File: src/rtl/muxnto1_rr.sv
// muxnto1_rr: registered N-to-1 channel multiplexer with a ready/valid
// handshake on every channel and on the output. Selection is either a fixed
// channel index or round-robin arbitration over the valid channels.
module muxnto1_rr #(
  parameter int unsigned SELW  = 2,
  parameter int unsigned WIDTH = 8
) (
  input  logic                        clk_i,
  input  logic                        rst_ni,
  input  logic                        mode_i,
  input  logic [SELW-1:0]             select_i,
  input  logic [(2**SELW)-1:0]        in_valid_i,
  input  logic [(2**SELW)*WIDTH-1:0]  in_data_i,
  output logic [(2**SELW)-1:0]        in_ready_o,
  output logic                        out_valid_o,
  output logic [WIDTH-1:0]            out_data_o,
  output logic [SELW-1:0]             out_chan_o,
  input  logic                        out_ready_i
);

  localparam int unsigned N = 2**SELW;

  typedef enum logic {
    MODE_FIXED = 1'b0,
    MODE_RR    = 1'b1
  } mode_e;

  mode_e             mode;
  logic              load;
  logic              grant;
  logic [SELW-1:0]   gnt_idx;
  logic [SELW-1:0]   scan_idx;
  logic [WIDTH-1:0]  chan_data [N];

  logic              out_valid_q, out_valid_d;
  logic [WIDTH-1:0]  out_data_q,  out_data_d;
  logic [SELW-1:0]   out_chan_q,  out_chan_d;
  logic [SELW-1:0]   ptr_q,       ptr_d;

  assign mode = mode_e'(mode_i);

  // Unpack the flat data bus into one word per channel.
  always_comb begin
    for (int unsigned i = 0; i < N; i++) begin
      chan_data[i] = in_data_i[i*WIDTH +: WIDTH];
    end
  end

  // The output register may take a new word when empty or being drained.
  always_comb begin
    load = !out_valid_q || out_ready_i;
  end

  // Arbitration: fixed index, or first valid channel scanning upward from ptr
  // with wrap-around. The scan keeps the first hit, so later hits are ignored.
  always_comb begin
    grant    = 1'b0;
    gnt_idx  = '0;
    scan_idx = '0;
    if (mode == MODE_FIXED) begin
      if (in_valid_i[select_i]) begin
        grant   = 1'b1;
        gnt_idx = select_i;
      end
    end else begin
      for (int unsigned k = 0; k < N; k++) begin
        scan_idx = ptr_q + SELW'(k);
        if (!grant && in_valid_i[scan_idx]) begin
          grant   = 1'b1;
          gnt_idx = scan_idx;
        end
      end
    end
  end

  // Accept strobe: one-hot on the granted channel only when the word is taken.
  always_comb begin
    in_ready_o = '0;
    if (rst_ni && load && grant) begin
      in_ready_o[gnt_idx] = 1'b1;
    end
  end

  // Next-state for the output register and round-robin pointer.
  always_comb begin
    out_valid_d = out_valid_q;
    out_data_d  = out_data_q;
    out_chan_d  = out_chan_q;
    ptr_d       = ptr_q;
    if (load) begin
      if (grant) begin
        out_valid_d = 1'b1;
        out_data_d  = chan_data[gnt_idx];
        out_chan_d  = gnt_idx;
        if (mode == MODE_RR) begin
          ptr_d = gnt_idx + SELW'(1);
        end
      end else begin
        out_valid_d = 1'b0;
      end
    end
  end

  // State registers with synchronous active-low reset.
  always_ff @(posedge clk_i) begin
    if (!rst_ni) begin
      out_valid_q <= 1'b0;
      out_data_q  <= '0;
      out_chan_q  <= '0;
      ptr_q       <= '0;
    end else begin
      out_valid_q <= out_valid_d;
      out_data_q  <= out_data_d;
      out_chan_q  <= out_chan_d;
      ptr_q       <= ptr_d;
    end
  end

  assign out_valid_o = out_valid_q;
  assign out_data_o  = out_data_q;
  assign out_chan_o  = out_chan_q;

endmodule

File: config.mk
export PLATFORM = sky130hd
export DESIGN_NAME = muxnto1_rr
export DESIGN_NICKNAME = d
export VERILOG_FILES = /design/src/rtl/muxnto1_rr.sv
export SDC_FILE = /design/constraint.sdc
export NUM_CORES = 1
export LEC_CHECK = 0
export ABC_CLOCK_PERIOD_IN_PS = 2200
export CORE_ASPECT_RATIO = 0.7
export CORE_MARGIN = 1
export CORE_UTILIZATION = 38
export CTS_BUF_LIST = sky130_fd_sc_hd__clkbuf_4 sky130_fd_sc_hd__clkbuf_8
export CTS_CLUSTER_SIZE = 8
export DETAILED_ROUTE_END_ITERATION = 6
export HOLD_SLACK_MARGIN = 0.12
export PLACE_DENSITY = 0.82
export SETUP_SLACK_MARGIN = 0.02
export SYNTH_ARGS = -nofsm -noshare
export SYNTH_HDL_FRONTEND = slang
export SYNTH_SLANG_ARGS = --single-unit
File: constraint.sdc
create_clock -name clk_i -period 2.2 [get_ports clk_i]
set_input_delay 0.44 -clock clk_i [delete_from_list [all_inputs] [get_ports clk_i]]
set_output_delay 0.44 -clock clk_i [all_outputs]
set_load 0.005 [all_outputs]
## Word level (Yosys, flattened, before mapping)

Index checks and enable logic that the tools add are counted.

| cells by class | value |
|---|---|
| add/sub/neg operators | 4 |
| magnitude comparators | 8 |
| multiplexer cells | 32 |
| bitwise logic cells | 1 |
| reductions and logical operators | 13 |

Operators by type and width:

| kind | number |
|---|---|
| 2-bit by 3-bit less-than comparator with 1-bit output, second input constant | 6 |
| 8-bit binary-select mux with 2-bit select | 1 |
| 1-bit 2-to-1 mux | 16 |
| 8-bit 2-to-1 mux | 2 |
| 2-bit 2-to-1 mux | 6 |
| 1-bit binary-select mux with 2-bit select | 5 |
| 1-bit logical AND | 6 |
| 2-bit by 1-bit adder with 2-bit output, second input constant | 2 |
| 2-bit adder, second input constant | 2 |
| 1-bit zero test | 4 |
| 4-bit 2-to-1 mux | 1 |
| 3-bit greater-or-equal comparator, second input constant | 1 |
| 2-bit NOT with 3-bit output | 1 |
| 3-bit AND reduction | 1 |
| 1-bit demux with 2-bit select | 1 |
| 2-bit by 1-bit greater-or-equal comparator with 1-bit output, second input constant | 1 |
| 2-bit AND reduction | 1 |
| 1-bit logical OR | 1 |

| storage, ports and cells | value |
|---|---|
| register bits after elaboration | 13 |
| input bits | 42 |
| output and inout port bits | 15 |
| word-level logic and storage cells | 62 |

## Depth between registers and ports, before layout

| depth | value |
|---|---|
| word-level depth | 21 |
| depth in mapped cells | 7 |

## Worst setup path before layout

No wires, ideal clock.

| timing path | value |
|---|---|
| path kind | input -> output |
| start point | input in_valid_i[2] |
| end point | output in_ready_o[0] |
| arrival time | 1.573 ns |
| path slack | 0.187 ns |
| stages on the path | 6 |
| path buffers | 2 |
| path through | o41ai_2 -> o41a_1 -> buf_6 -> buf_8 -> inv_1 -> nor3_1 |

| on the way | value |
|---|---|
| word-level cells in the longest chain between the ends | 21 |
| elaborated cells between the ends (all ways) | 38 |
| classes of those cells | 2 x order compare; 28 x mux; 8 x reduce/logical |

Ends and longest elaborated chain:

| element | line | RTL |
|---|---|---|
| from (decl) | 12 | `input logic [(2**SELW)-1:0] in_valid_i,` |
| 1-bit binary-select mux with 2-bit select | 68 | `if (!grant && in_valid_i[scan_idx]) begin` |
| 1-bit 2-to-1 mux (implied by the code) | 68 |  |
| 1-bit 2-to-1 mux | 68 |  |
| 1-bit 2-to-1 mux | 60 | `if (mode == MODE_FIXED) begin` |
| 1-bit zero test | 68 |  |
| 1-bit logical AND | 68 |  |
| 1-bit 2-to-1 mux | 68 |  |
| 1-bit 2-to-1 mux | 60 |  |
| (+5 left out) | - |  |
| 1-bit logical AND | 68 |  |
| 2-bit 2-to-1 mux | 68 |  |
| 2-bit 2-to-1 mux | 60 |  |
| 2-bit by 3-bit less-than comparator with 1-bit output (implied by the code) / 2-bit by 1-bit greater-or-equal comparator with 1-bit output (equally long branches) | 80 | `in_ready_o[gnt_idx] = 1'b1;` |
| 1-bit logical AND (implied by the code) | 80 |  |
| 1-bit 2-to-1 mux (implied by the code) | 80 |  |
| 1-bit demux with 2-bit select | 80 |  |
| 4-bit 2-to-1 mux * | 79 | `if (rst_ni && load && grant) begin` |
| to (decl) | 14 | `output logic [(2**SELW)-1:0] in_ready_o,` |

Mark *: on every way between the ends. The rest lies on a longest branch, timed or not. The select of a mux whose other input is x is not followed.

## Worst setup path after layout

| timing path | value |
|---|---|
| start point | input in_valid_i[3] |
| end point | output in_ready_o[2] |

The elaborated chain is that of the path after synthesis.

==> flow_metrics.py <==
metrics = {
    "status": {
        "outcome": "completed",
    },
    "grt": {
        "grt-ovfl-total": 0,
        "grt_max_degree": 18,
        "grt_pass1_vias": 1071,
        "grt_usage": 0.261,
        "grtUsageMet2": 0.407,
        "gr-usage-met3": 0.0640,
        "grt_pass1_wl_mm": 4.88,
        "grt_busiest_layer": "met2",
        "met1_usage": 0.328,
        "antenna_found_initial": 0,
    },
    "finish": {
        "nNetsFinal": 214,
        "layout_common_cells": "45 x clkdlybuf4s50_1, 19 x mux2i_1, 19 x buf_4",
        "nFillCells": 155,
        "drive_above_1_share": 0.316,
        "area_growth_pct": 83.8,
        "diodes": 0,
        "layout_commonest_cell": "clkdlybuf4s50_1",
        "seqCellArea_sq_um": 264,
        "postLayoutCoreUtil": 0.760,
        "multi_input_area_sq_um": 663,
    },
    "worst_setup_path": {
        "crit_required_ps": 1760,
        "timing.rr.start": "ptr_q[0]",
        "reg2reg_slack_ps": 280,
        "cp_slowest_cell": "o41ai_4",
        "cp_slowest_stage_delay_ps": 410,
        "reg2reg_depth": 7,
        "endpoint_kind": "primary output",
        "worstSetupPathType": "primary input to primary output",
        "reg2reg_to": "out_data_o[2]",
        "worst-path-max-fanout": 4,
        "worst_ep_arrival_time_ps": 1750,
        "critPathBufInv": 4,
        "crit_chain": "buf_8 -> o41ai_4 -> buf_4 -> o41a_1 -> inv_2 -> nor3_4 -> buf_2",
        "cp_top_family": "compound AO/OA/AOI/OAI gates",
        "start_kind": "primary input",
    },
    "die": {
        "dieArea_sq_mm": 0.00262,
        "die_width_um": 60.8,
        "die_y_um": 43.2,
        "num_rows": 14,
        "core_sq_mm": 0.00222,
        "start_util": 0.413,
        "io_pins": 57,
    },
    "route": {
        "num_vias": 1082,
        "viasPerCell": 5.33,
        "ant_nets": 0,
        "drt-pass1-iter-count": 4,
        "drc": 0,
        "wl_mm": 3.29,
        "wl_per_cell_um": 16.2,
        "drtIter0Drc": 41,
    },
    "synthesis": {
        "syn_nets": 140,
        "yosysWarnings": 0,
        "synth.yosys.seq_area_share": 0.283,
        "avgSynthCellArea_sq_um": 9.38,
        "syn_inst": 98,
        "ys_types": 32,
        "synth_seq_cells": 13,
        "netlist_area_sq_um": 920,
    },
    "sta": {
        "timing.hold.ws_ps": 492,
        "clock.fmax_ghz": 0.456,
        "tightest_slew_ps": 387,
        "clock_skew_ps": 3.04,
        "fin_crit_sh": 0.996,
        "drv_slew": 0,
        "relSlewSlack": 0.742,
        "rsz0062_at_grt": "yes",
        "setup_violations": 0,
        "hold_viol": 0,
        "post-route-min-period_ps": 2190,
    },
    "pwr": {
        "power.switching_fraction": 0.307,
        "power_frac_seq": 0.346,
        "p_clk_frac": 0.198,
        "intPower_uw": 568,
        "powerDensity_mw_per_mm2": 485,
        "p_leak_uw": 0.000759,
        "p_sw_uw": 251,
        "ir_drop_uv": 342,
        "pwr-share-comb": 0.456,
        "power_uw": 819,
    },
    "clock_network": {
        "cts.sinks": 13,
        "clockBufferDepth": 2,
        "clk_latency_ps": 280,
        "htreeDepth": 1,
        "path_clk_slew_ps": 70,
        "cts_tree": "yes",
        "cts_made_buffers": 3,
        "cts_root_buf": "clkbuf_4",
    },
    "worst_hold_path": {
        "min_from": "out_data_o[3]",
        "hold_path_class": "register to register",
        "min_delay_path_depth": 2,
        "min_to": "out_data_o[3]",
    },
    "placement": {
        "routabilityCongestion": 0.870,
        "dpl.hpwl_mm": 2.34,
        "port_buffers": 56,
    },
    "job": {
        "maxCapViolations": 0,
    },
}
-- per-layer routing --
| layer | vias up | part of all wire |
|---|---|---|
| li1 | 525 | - |
| met1 | 524 | 0.44 |
| met2 | 26 | 0.51 |
| met3 | 7 | 0.034 |
| met4 | 0 | 0.018 |
| met5 | - | 0 |
-- layout make-up --
cell class,count,area share
Clock buffer,4,0.0178
Timing Repair Buffer,76,0.403
Tap cell,32,0.0237
Sequential cell,13,0.156
Multi-Input combinational cell,75,0.392
Inverter,3,0.00666
-- worst max-delay path by stage --
stage | cells after the start | to | start
floorplan | 6 | in_ready_o[0] | in_valid_i[2]
global placement | 6 | in_ready_o[2] | in_valid_i[2]
detailed placement | 6 | in_ready_o[2] | in_valid_i[2]
CTS | 7 | in_ready_o[0] | in_valid_i[2]
global route | 7 | in_ready_o[2] | in_valid_i[3]
finish | 7 | in_ready_o[2] | in_valid_i[3]
-- timing repair --
item	CTS	global route
hold buffers	0	0
setup endpoints to repair	12	8
gates resized for setup	50	22
buffers inserted	4	5
pin swaps	7	5
-- power by group through the flow --
| stage | combinational, uW | clock [uW] | sequential, uW |
|---|---|---|---|
| final | 374 | 162 | 283 |
| after detailed placement | 325 | 0 | 287 |
| after CTS | 342 | 168 | 282 |
| after global routing | 397 | 178 | 287 |
| after global placement | 316 | 0 | 285 |
| after floorplan | 159 | 0 | 287 |
-- synth_stat cells, drive strengths merged --
| library cell | instances | share of area |
|---|---|---|
| a21oi | 2 | 0.011 |
| a221oi | 1 | 0.0095 |
| buf | 5 | 0.060 |
| clkbuf | 2 | 0.0082 |
| dfxtp | 13 | 0.28 |
| inv | 3 | 0.012 |
| mux2 | 1 | 0.012 |
| mux2i | 20 | 0.22 |
| nand2 | 4 | 0.016 |
| nand2b | 3 | 0.020 |
| nand3 | 10 | 0.065 |
| nand3b | 1 | 0.0082 |
| nor2 | 2 | 0.0082 |
| nor2b | 5 | 0.034 |
| nor3 | 4 | 0.022 |
| nor3b | 1 | 0.0082 |
| o211a | 2 | 0.022 |
| o21a | 1 | 0.0082 |
| o21ai | 2 | 0.011 |
| o221ai | 9 | 0.093 |
| o31a | 1 | 0.0095 |
| o31ai | 1 | 0.0082 |
| o41a | 1 | 0.012 |
| o41ai | 1 | 0.018 |
| or2 | 2 | 0.014 |
| xnor2 | 1 | 0.0095 |
-- sequential cells by signal (all words and copies together), names as in the netlist --
| name | cells |
|---|---|
| out_valid_o | 1 |
| ptr_q | 2 |
| out_data_o | 8 |
| out_chan_o | 2 |
-- worst min-delay path, stage by stage (launching register included) --
cell and delay, ps:
dfxtp_1 330, nand3_1 70, o221ai_1 60
-- through the flow --
step | cell area, sq um | setup TNS (ps) | cells | setup WS (ps)
2_1_floorplan | 920 | 0 | 98 | 187
3_3_place_gp | 1540 | -5250 | 190 | -694
3_5_place_dp | 1540 | -6090 | 190 | -780
4_1_cts | 1620 | 0 | 198 | 25.5
5_1_grt | 1690 | -47.5 | 203 | -40.8
6_report | 1690 | 0 | 203 | 9.09
-- cells by family after synthesis --
kind of cell           after synthesis  share of synthesized area
AO/OA/AOI/OAI                       21                      0.201
XOR/XNOR                             1                    0.00953
buffers and inverters               10                     0.0803
flip-flops                          13                      0.283
multiplexers                        21                      0.230
AND/OR/NAND/NOR                     32                      0.196
Power figures use the tool's default switching activity.
